===== src/rtl/trade_report_packer.sv =====
// Packs engine trade execution reports into byte-stream report frames (opcode, count, trades).
// Optional macro TRADE_SEQ_EN inserts a 16-bit frame sequence number after the count byte.
module trade_report_packer #(
   parameter int unsigned DEPTH      = 16,
   parameter int unsigned MAX_TRADES = 8,
   parameter int unsigned TIMEOUT    = 64,
   parameter logic [23:0] OPCODE     = 24'hA0B0C0
) (
   input  logic                     clk_engine,
   input  logic                     rst_engine,
   input  logic [31:0]              trade_info,
   input  logic                     trade_valid,
   output logic [7:0]               m_axis_tdata,
   output logic                     m_axis_tvalid,
   input  logic                     m_axis_tready,
   output logic                     m_axis_tlast,
   output logic [$clog2(DEPTH):0]   fifo_level,
   output logic [15:0]              drop_count,
   output logic                     busy
);

   localparam int unsigned AW = (DEPTH > 1) ? $clog2(DEPTH) : 1;
   localparam int unsigned LW = $clog2(DEPTH) + 1;
   localparam int unsigned TW = (TIMEOUT > 1) ? $clog2(TIMEOUT) : 1;

`ifdef TRADE_SEQ_EN
   typedef enum logic [1:0] {S_IDLE, S_HDR, S_SEQ, S_BODY} state_t;
`else
   typedef enum logic [1:0] {S_IDLE, S_HDR, S_BODY} state_t;
`endif

   state_t        state, state_d;
   logic [1:0]    byte_cnt, byte_d;
   logic [7:0]    trade_cnt, trade_d;
   logic [7:0]    n_lat, n_d;
   logic [7:0]    data_d;
   logic          valid_d, last_d;
   logic [TW-1:0] timer;
`ifdef TRADE_SEQ_EN
   logic [15:0]   seq, seq_d;
`endif

   logic [31:0]   mem [DEPTH];
   logic [AW-1:0] wr_ptr, rd_ptr;
   logic [31:0]   head;
   logic [7:0]    head_next_msb;
   logic          fire, pop, push_ok, start;

   assign fire          = m_axis_tvalid & m_axis_tready;
   assign pop           = fire & (state == S_BODY) & (byte_cnt == 2'd3);
   assign push_ok       = trade_valid & ((fifo_level < LW'(DEPTH)) | pop);
   assign head          = mem[rd_ptr];
   assign head_next_msb = mem[rd_ptr + AW'(1)][31:24];
   assign busy          = (state != S_IDLE);
   assign start         = (state == S_IDLE) && (fifo_level != '0) &&
                          ((fifo_level >= LW'(MAX_TRADES)) || (timer == TW'(TIMEOUT - 1)));

   // NOTE: the trade storage has no reset; pointers and level alone say which words are valid.
   always_ff @(posedge clk_engine) begin
      if (push_ok) mem[wr_ptr] <= trade_info;
   end

   // NOTE: all sequential state is updated with non-blocking assignments.
   always_ff @(posedge clk_engine) begin
      if (rst_engine) begin
         wr_ptr     <= '0;
         rd_ptr     <= '0;
         fifo_level <= '0;
         drop_count <= '0;
         timer      <= '0;
      end else begin
         if (push_ok) wr_ptr <= wr_ptr + AW'(1);
         if (pop)     rd_ptr <= rd_ptr + AW'(1);
         case ({push_ok, pop})
            2'b10:   fifo_level <= fifo_level + LW'(1);
            2'b01:   fifo_level <= fifo_level - LW'(1);
            default: fifo_level <= fifo_level;
         endcase
         if (trade_valid && !push_ok && drop_count != 16'hFFFF)
            drop_count <= drop_count + 16'd1;
         if (start || fifo_level == '0)
            timer <= '0;
         else if (state == S_IDLE)
            timer <= timer + TW'(1);
      end
   end

   always_ff @(posedge clk_engine) begin
      if (rst_engine) begin
         state         <= S_IDLE;
         byte_cnt      <= '0;
         trade_cnt     <= '0;
         n_lat         <= '0;
         m_axis_tdata  <= '0;
         m_axis_tvalid <= 1'b0;
         m_axis_tlast  <= 1'b0;
`ifdef TRADE_SEQ_EN
         seq           <= '0;
`endif
      end else begin
         state         <= state_d;
         byte_cnt      <= byte_d;
         trade_cnt     <= trade_d;
         n_lat         <= n_d;
         m_axis_tdata  <= data_d;
         m_axis_tvalid <= valid_d;
         m_axis_tlast  <= last_d;
`ifdef TRADE_SEQ_EN
         seq           <= seq_d;
`endif
      end
   end

   // Next-state logic also chooses the byte presented after each accepted one,
   // so the AXI outputs come straight from flops and hold while stalled.
   always_comb begin
      // NOTE: every signal gets its hold value first, so no path can infer a latch.
      state_d = state;
      byte_d  = byte_cnt;
      trade_d = trade_cnt;
      n_d     = n_lat;
      data_d  = m_axis_tdata;
      valid_d = m_axis_tvalid;
      last_d  = m_axis_tlast;
`ifdef TRADE_SEQ_EN
      seq_d   = seq;
`endif
      case (state)
         S_IDLE: begin
            if (start) begin
               state_d = S_HDR;
               byte_d  = 2'd0;
               trade_d = 8'd0;
               n_d     = (fifo_level >= LW'(MAX_TRADES)) ? 8'(MAX_TRADES) : 8'(fifo_level);
               data_d  = OPCODE[23:16];
               valid_d = 1'b1;
               last_d  = 1'b0;
            end
         end
         S_HDR: begin
            if (fire) begin
               byte_d = byte_cnt + 2'd1;
               case (byte_cnt)
                  2'd0:    data_d = OPCODE[15:8];
                  2'd1:    data_d = OPCODE[7:0];
                  2'd2:    data_d = n_lat;
                  default: begin
`ifdef TRADE_SEQ_EN
                     state_d = S_SEQ;
                     data_d  = seq[15:8];
`else
                     state_d = S_BODY;
                     data_d  = head[31:24];
`endif
                  end
               endcase
            end
         end
`ifdef TRADE_SEQ_EN
         S_SEQ: begin
            if (fire) begin
               if (byte_cnt == 2'd0) begin
                  byte_d = 2'd1;
                  data_d = seq[7:0];
               end else begin
                  state_d = S_BODY;
                  byte_d  = 2'd0;
                  data_d  = head[31:24];
               end
            end
         end
`endif
         S_BODY: begin
            if (fire) begin
               byte_d = byte_cnt + 2'd1;
               case (byte_cnt)
                  2'd0: data_d = head[23:16];
                  2'd1: data_d = head[15:8];
                  2'd2: begin
                     data_d = head[7:0];
                     last_d = (trade_cnt == n_lat - 8'd1);
                  end
                  default: begin
                     trade_d = trade_cnt + 8'd1;
                     if (m_axis_tlast) begin
                        state_d = S_IDLE;
                        data_d  = 8'd0;
                        valid_d = 1'b0;
                        last_d  = 1'b0;
`ifdef TRADE_SEQ_EN
                        seq_d   = seq + 16'd1;
`endif
                     end else begin
                        data_d = head_next_msb;
                     end
                  end
               endcase
            end
         end
         default: state_d = S_IDLE;
      endcase
   end

endmodule


===== config.mk =====
export PLATFORM = sky130hd
export DESIGN_NAME = trade_report_packer
export DESIGN_NICKNAME = d
export VERILOG_FILES = /design/src/rtl/trade_report_packer.sv
export SDC_FILE = /design/constraint.sdc
export NUM_CORES = 1
export LEC_CHECK = 0
export ABC_AREA = 1
export CORE_MARGIN = 2
export CORE_UTILIZATION = 62
export CTS_CLUSTER_SIZE = 24
export DETAILED_ROUTE_END_ITERATION = 8
export DONT_BUFFER_PORTS = 1
export PLACE_DENSITY = 0.82
export SLEW_MARGIN = 10
export SYNTH_ARGS = -nofsm -noshare
export SYNTH_HDL_FRONTEND = slang
export SYNTH_SLANG_ARGS = --single-unit

===== constraint.sdc =====
create_clock -name clk_engine -period 4.3 [get_ports clk_engine]
set_input_delay 1.29 -clock clk_engine [delete_from_list [all_inputs] [get_ports clk_engine]]
set_output_delay 1.29 -clock clk_engine [all_outputs]
set_load 0.01 [all_outputs]

# == After elaboration in Yosys (flattened, before gate mapping) ==
# Memories as Yosys holds them, arrays and structs flattened. A register that Yosys moved wholly into a read port is not among the register bits.
# Cells that the tools add are included.
# op_classes
add_sub_neg,9
multipliers,0
div,0
magnitude_cmp,2
n_eq_ne,18
n_shift,0
n_mux,36
bitwise,5
n_reduce_logical,27
# ops
cell,count
$pmux W8 S3,3
$mux W8,7
$add A16 B1 Y16 const B,1
$mux W2,8
$ne A16 B16 Y1 const B,1
$pmux W8 S2,1
$ne A2 B2 Y1 const B,7
$reduce_and A4 Y1,3
$pmux W5 S2,1
$add A4 B1 Y4 const B,2
$add A8 B1 Y8 const B,1
$eq A2 B2 Y1 const B,4
$eq A8 B8 Y1,1
$mux W1,8
$mux W4,2
$reduce_bool A2 Y1,4
$sub A8 B1 Y8 const B,1
$add A6 B1 Y6 const B,1
$eq A2 B1 Y1 const B,3
$eq A6 B6 Y1 const B,1
$pmux W1 S2,3
$pmux W2 S3,1
$reduce_and A6 Y1,1
$reduce_or A2 Y1,3
21 further kinds,29
# totals
register_bits,65
latch_bits,0
mem_bits_rw,512
rom_bits,0
out_inout_bits,32
mem_count,1
# mem_list
memory,words,word_bits,rd,rd_clocked_by_memory_dff,wr,line,rtl
mem,16,32,2,1,1,43,logic [31:0] mem [DEPTH];

# == Longest topological paths before layout ==
# logic_depth
depth_word,8
mapped_depth,18

# == Worst setup path after synthesis ==
# Ideal clock, no wire load.
# synth_path
path_kind,input port to flip-flop
startpoint,input port m_axis_tready
endpoint,memory mem[11][0] (enable)
setup_ns,0.421
arrival_ns,3.346
required_ns,3.879
path_slack_ns,0.533
cell_stages,8
n_path_buf,0
cell_sequence,nand2_1 > inv_1 > nand3_2 > nand2_1 > nand2_1 > inv_1 > nand2_1 > nor2_1
# synth_via
elab_chain_len,7
# synth_rtl
element,line,rtl
start: declaration,15,"input logic m_axis_tready,"
$and A1 B1 Y1,49,assign fire = m_axis_tvalid & m_axis_tready;
$and A1 B1 Y1 (2 in series),50,assign pop = fire & (state == S_BODY) & (byte_cnt == 2'd3);
$or A1 B1 Y1,51,assign push_ok = trade_valid & ((fifo_level < LW'(DEPTH)) | pop);
$and A1 B1 Y1,51,
$mux W1,60,if (push_ok) mem[wr_ptr] <= trade_info;
$mux W1 (not written as such),60,
end: declaration,43,
# Every way passes these cells.

# == Final worst setup path ==
# layout_path
startpoint,register rd_ptr[0]
endpoint,register m_axis_tdata[1]
# layout_via
elab_chain_len,6
# layout_rtl
element,line,rtl
start: declaration,44,"logic [AW-1:0] wr_ptr, rd_ptr;"
start signal: assignment,73,if (pop) rd_ptr <= rd_ptr + AW'(1);
$add A4 B1 Y4,53,assign head_next_msb = mem[rd_ptr + AW'(1)][31:24];
$mem_v2 Z16 W32,n/a,
$mux W8,185,if (m_axis_tlast) begin
$pmux W8 S3,176,case (byte_cnt)
$mux W8,174,if (fire) begin
$pmux W8 S3,128,case (state)
end signal: assignment,105,m_axis_tdata <= data_d;
end: declaration,13,"output logic [7:0] m_axis_tdata,"
# Every way passes these cells. The select of a mux whose other input is x is not followed.
# A chain may end at the register's enable or synchronous reset.

==> results.py <==
metrics = {
    "outcome": {
        "status": "finished clean",
    },
    "routing": {
        "vias_per_cell": 6.203,
        "drt-pass1-iter-count": 9,
        "drt_iter0_markers": 3050,
        "wl_per_cell_um": 22.12,
        "vias": 19120,
        "postRouteAntennaNets": 0,
        "drcViolationCount": 0,
        "routed_wl_um": 68190,
    },
    "timing": {
        "finalSetupTns_ns": 0,
        "finalSetupViolations": 0,
        "finalCritPeriodShare_pct": 71.09,
        "fin_crit_ns": 3.057,
        "final-hold-violation-count": 0,
        "fmax_mhz": 327.1,
        "drv_slew": 0,
        "fin_worst_skew_ns": 0.02940,
        "rsz0062_at_grt": "no",
        "slew-limit-headroom_pct": 13.67,
        "tightest_slew_ns": 1.295,
    },
    "synth": {
        "ys_types": 42,
        "synthCells": 2550,
        "synthTopCellsByArea": "edfxtp_1 59%, nand2_1 8.0%, dfxtp_1 5.1%",
        "synth-seq-cells": 578,
        "synth.avg_cell_area_um2": 10.15,
        "yosys.area.top_type": "edfxtp_1",
        "synth-seq-area-share_pct": 64.50,
        "yosysTopAreaCellShare_pct": 59.40,
        "syn_area_mm2": 0.02588,
        "syn_nets": 2607,
        "yosys_warnings": 0,
    },
    "power_and_ir_drop": {
        "p_leak_uw": 0.01068,
        "power_density_mw_per_mm2": 432.6,
        "peakVddDrop_mv": 0.4449,
    },
    "layout": {
        "syn_to_final_growth_pct": 9.073,
        "nNetsFinal": 2560,
        "layout-drive-gt1-share_pct": 7.095,
        "fin_util_pct": 68.83,
        "fillers": 2839,
        "mostFrequentLayoutCell": "nand2_1",
        "final_cell_mix": "555 x nand2_1, 512 x edfxtp_1, 315 x nor2_1",
        "diodes": 0,
    },
    "worst_setup_path": {
        "startpoint_type": "flop",
        "crit_fanout": 71,
        "critPathArrivalTime_ns": 3.56,
        "path_class": "flop to flop",
        "end_kind": "flop",
        "rrSetupSlack_ns": 1.24,
        "cp.required_ns": 4.81,
    },
    "floorplanning": {
        "num_rows": 74,
        "die_area_mm2": 0.04340,
        "start_util_pct": 63.11,
        "fp.dieW_um": 208.3,
        "pin_count": 68,
        "chipHeight_um": 208.3,
        "core_mm2": 0.04102,
    },
    "global_routing": {
        "overflow": 0,
        "grt_start_max_net_pins": 242,
        "grt_first_pass_wirelength_um": 104600,
        "antenna_found_initial": 1,
        "grt_pass1_vias": 18560,
        "grt_usage_pct": 31.46,
    },
    "place": {
        "gp_congestion": 0.9378,
        "io_buffers": 0,
        "dp_hpwl_um": 40800,
    },
    "clock_network": {
        "cts_setup_buffers": 0,
        "ctsResizeCount": 0,
        "holdBufCountCts": 0,
        "cts_buffers": 57,
        "clk_pin_slew_ns": 0.06,
        "cts.path.max_buffers": 3,
        "cts_num_sinks": 578,
        "cts.htree.levels": 2,
        "cts_tree": "done",
        "clock_latency_ns": 0.63,
        "cts_root_buffer": "clkbuf_16",
    },
    "flow_run": {
        "maxCapViolations": 0,
    },
    "worst_hold_path": {
        "hold_path_class": "flop to flop",
    },
}
-- critical path, stage by stage (launching register included) --
cell and delay [ns]:
dfxtp_2 0.34, buf_4 0.60, inv_2 0.62, o21ai_0 0.39, o211ai_1 0.18, nand3_1 0.18
nand2_1 0.10, nand2_1 0.07, nand2_1 0.08, o21ai_1 0.09, nand2_1 0.09, nand2_1 0.08
a21oi_1 0.06
-- through the flow --
step	instances	hold slack [ns]	instance area [um2]	setup slack (ns)	power (uW)
CTS	3083	0.4935	28230	1.264	12230
global route	3083	0.5169	28230	1.066	12530
floorplan	2550	0.4579	25880	0.5331	6821
detailed placement	2976	0.4836	26230	0.6774	6993
finish	3083	0.4908	28230	1.243	12210
global placement	2976	0.4709	26230	0.7630	6972
-- final cells by class --
type,count,area [um2],share of cell area (%)
clock buffer,63,1459,5.167
clock inverter,44,549.3,1.945
tap,532,665.6,2.358
timing repair buffer,35,337.8,1.197
multi-input combinational,1608,7667,27.16
inverter,223,847.1,3.000
sequential,578,16710,59.18
-- synthesized netlist by cell type --
library cell	n
a211oi_1	4
a21oi_1	60
a21oi_2	2
a22oi_1	1
and3_1	2
buf_1	13
buf_2	64
buf_4	15
buf_6	16
buf_8	1
clkbuf_1	32
clkinv_1	1
dfxtp_1	66
edfxtp_1	512
ha_1	21
inv_1	215
inv_2	4
inv_4	3
nand2_1	555
nand2_2	5
nand2_4	4
nand3_1	252
nand3_2	2
nand4_1	6
nor2_1	331
nor2_2	3
nor2_4	5
nor3_1	13
nor3_4	1
nor3b_1	4
nor4_1	4
o211ai_1	43
o21ai_0	219
o21ai_1	17
o221ai_1	31
o22ai_1	2
o311ai_0	1
or2_2	1
xnor2_1	3
xnor2_2	1
xor2_1	14
xor2_2	1
-- path summary, 6_finish.rpt --
| path | start | endpoint | depth (start not counted) |
|---|---|---|---|
| setup reg to reg | rd_ptr[0]$_SDFFE_PP0P_ | m_axis_tdata[1]$_SDFFE_PP0P_ | 12 |
| hold reg to reg | timer[1]$_SDFFE_PP0P_ | timer[1]$_SDFFE_PP0P_ | 2 |
| hold / removal | timer[1]$_SDFFE_PP0P_ | timer[1]$_SDFFE_PP0P_ | 2 |
| setup / recovery | rd_ptr[0]$_SDFFE_PP0P_ | m_axis_tdata[1]$_SDFFE_PP0P_ | 12 |
-- logic make-up after synthesis --
logic type / Yosys count / share of synthesized area (%)
AO/OA/AOI/OAI: 380 / 8.314
XOR/XNOR: 19 / 0.7010
adder cells (fa/ha/maj): 21 / 1.015
buffers and inverters: 364 / 6.342
flip-flops: 578 / 64.50
AND/OR/NAND/NOR: 1188 / 19.13
-- power by group --
| part | internal (uW) | leakage (uW) | switching, uW |
|---|---|---|---|
| Sequential | 6200 | 0.00516 | 69.4 |
| Clock | 3170 | 0.000980 | 2140 |
| Combinational | 178 | 0.00453 | 448 |
| Total | 9550 | 0.0107 | 2660 |
-- routing by layer --
layer | up-vias | global-route usage, % | routed length [um]
met2 | 1266 | 51.49 | 32510
met4 | 0 | 15.90 | 3535
met1 | 9028 | 40.61 | 24990
li1 | 8603 | - | -
met3 | 226 | 5.751 | 7152
met5 | - | 0 | 0
-- flip-flops by register name, indices dropped and copies added, names as in the netlist, named ones only --
name           flops
rd_ptr             4
n_lat              5
timer              6
state              2
wr_ptr             4
drop_count        16
m_axis_tlast       1
trade_cnt          8
mem              512
m_axis_tvalid      1
m_axis_tdata       8
fifo_level         5
byte_cnt           2
No activity file was read; power rests on OpenSTA's default activity.
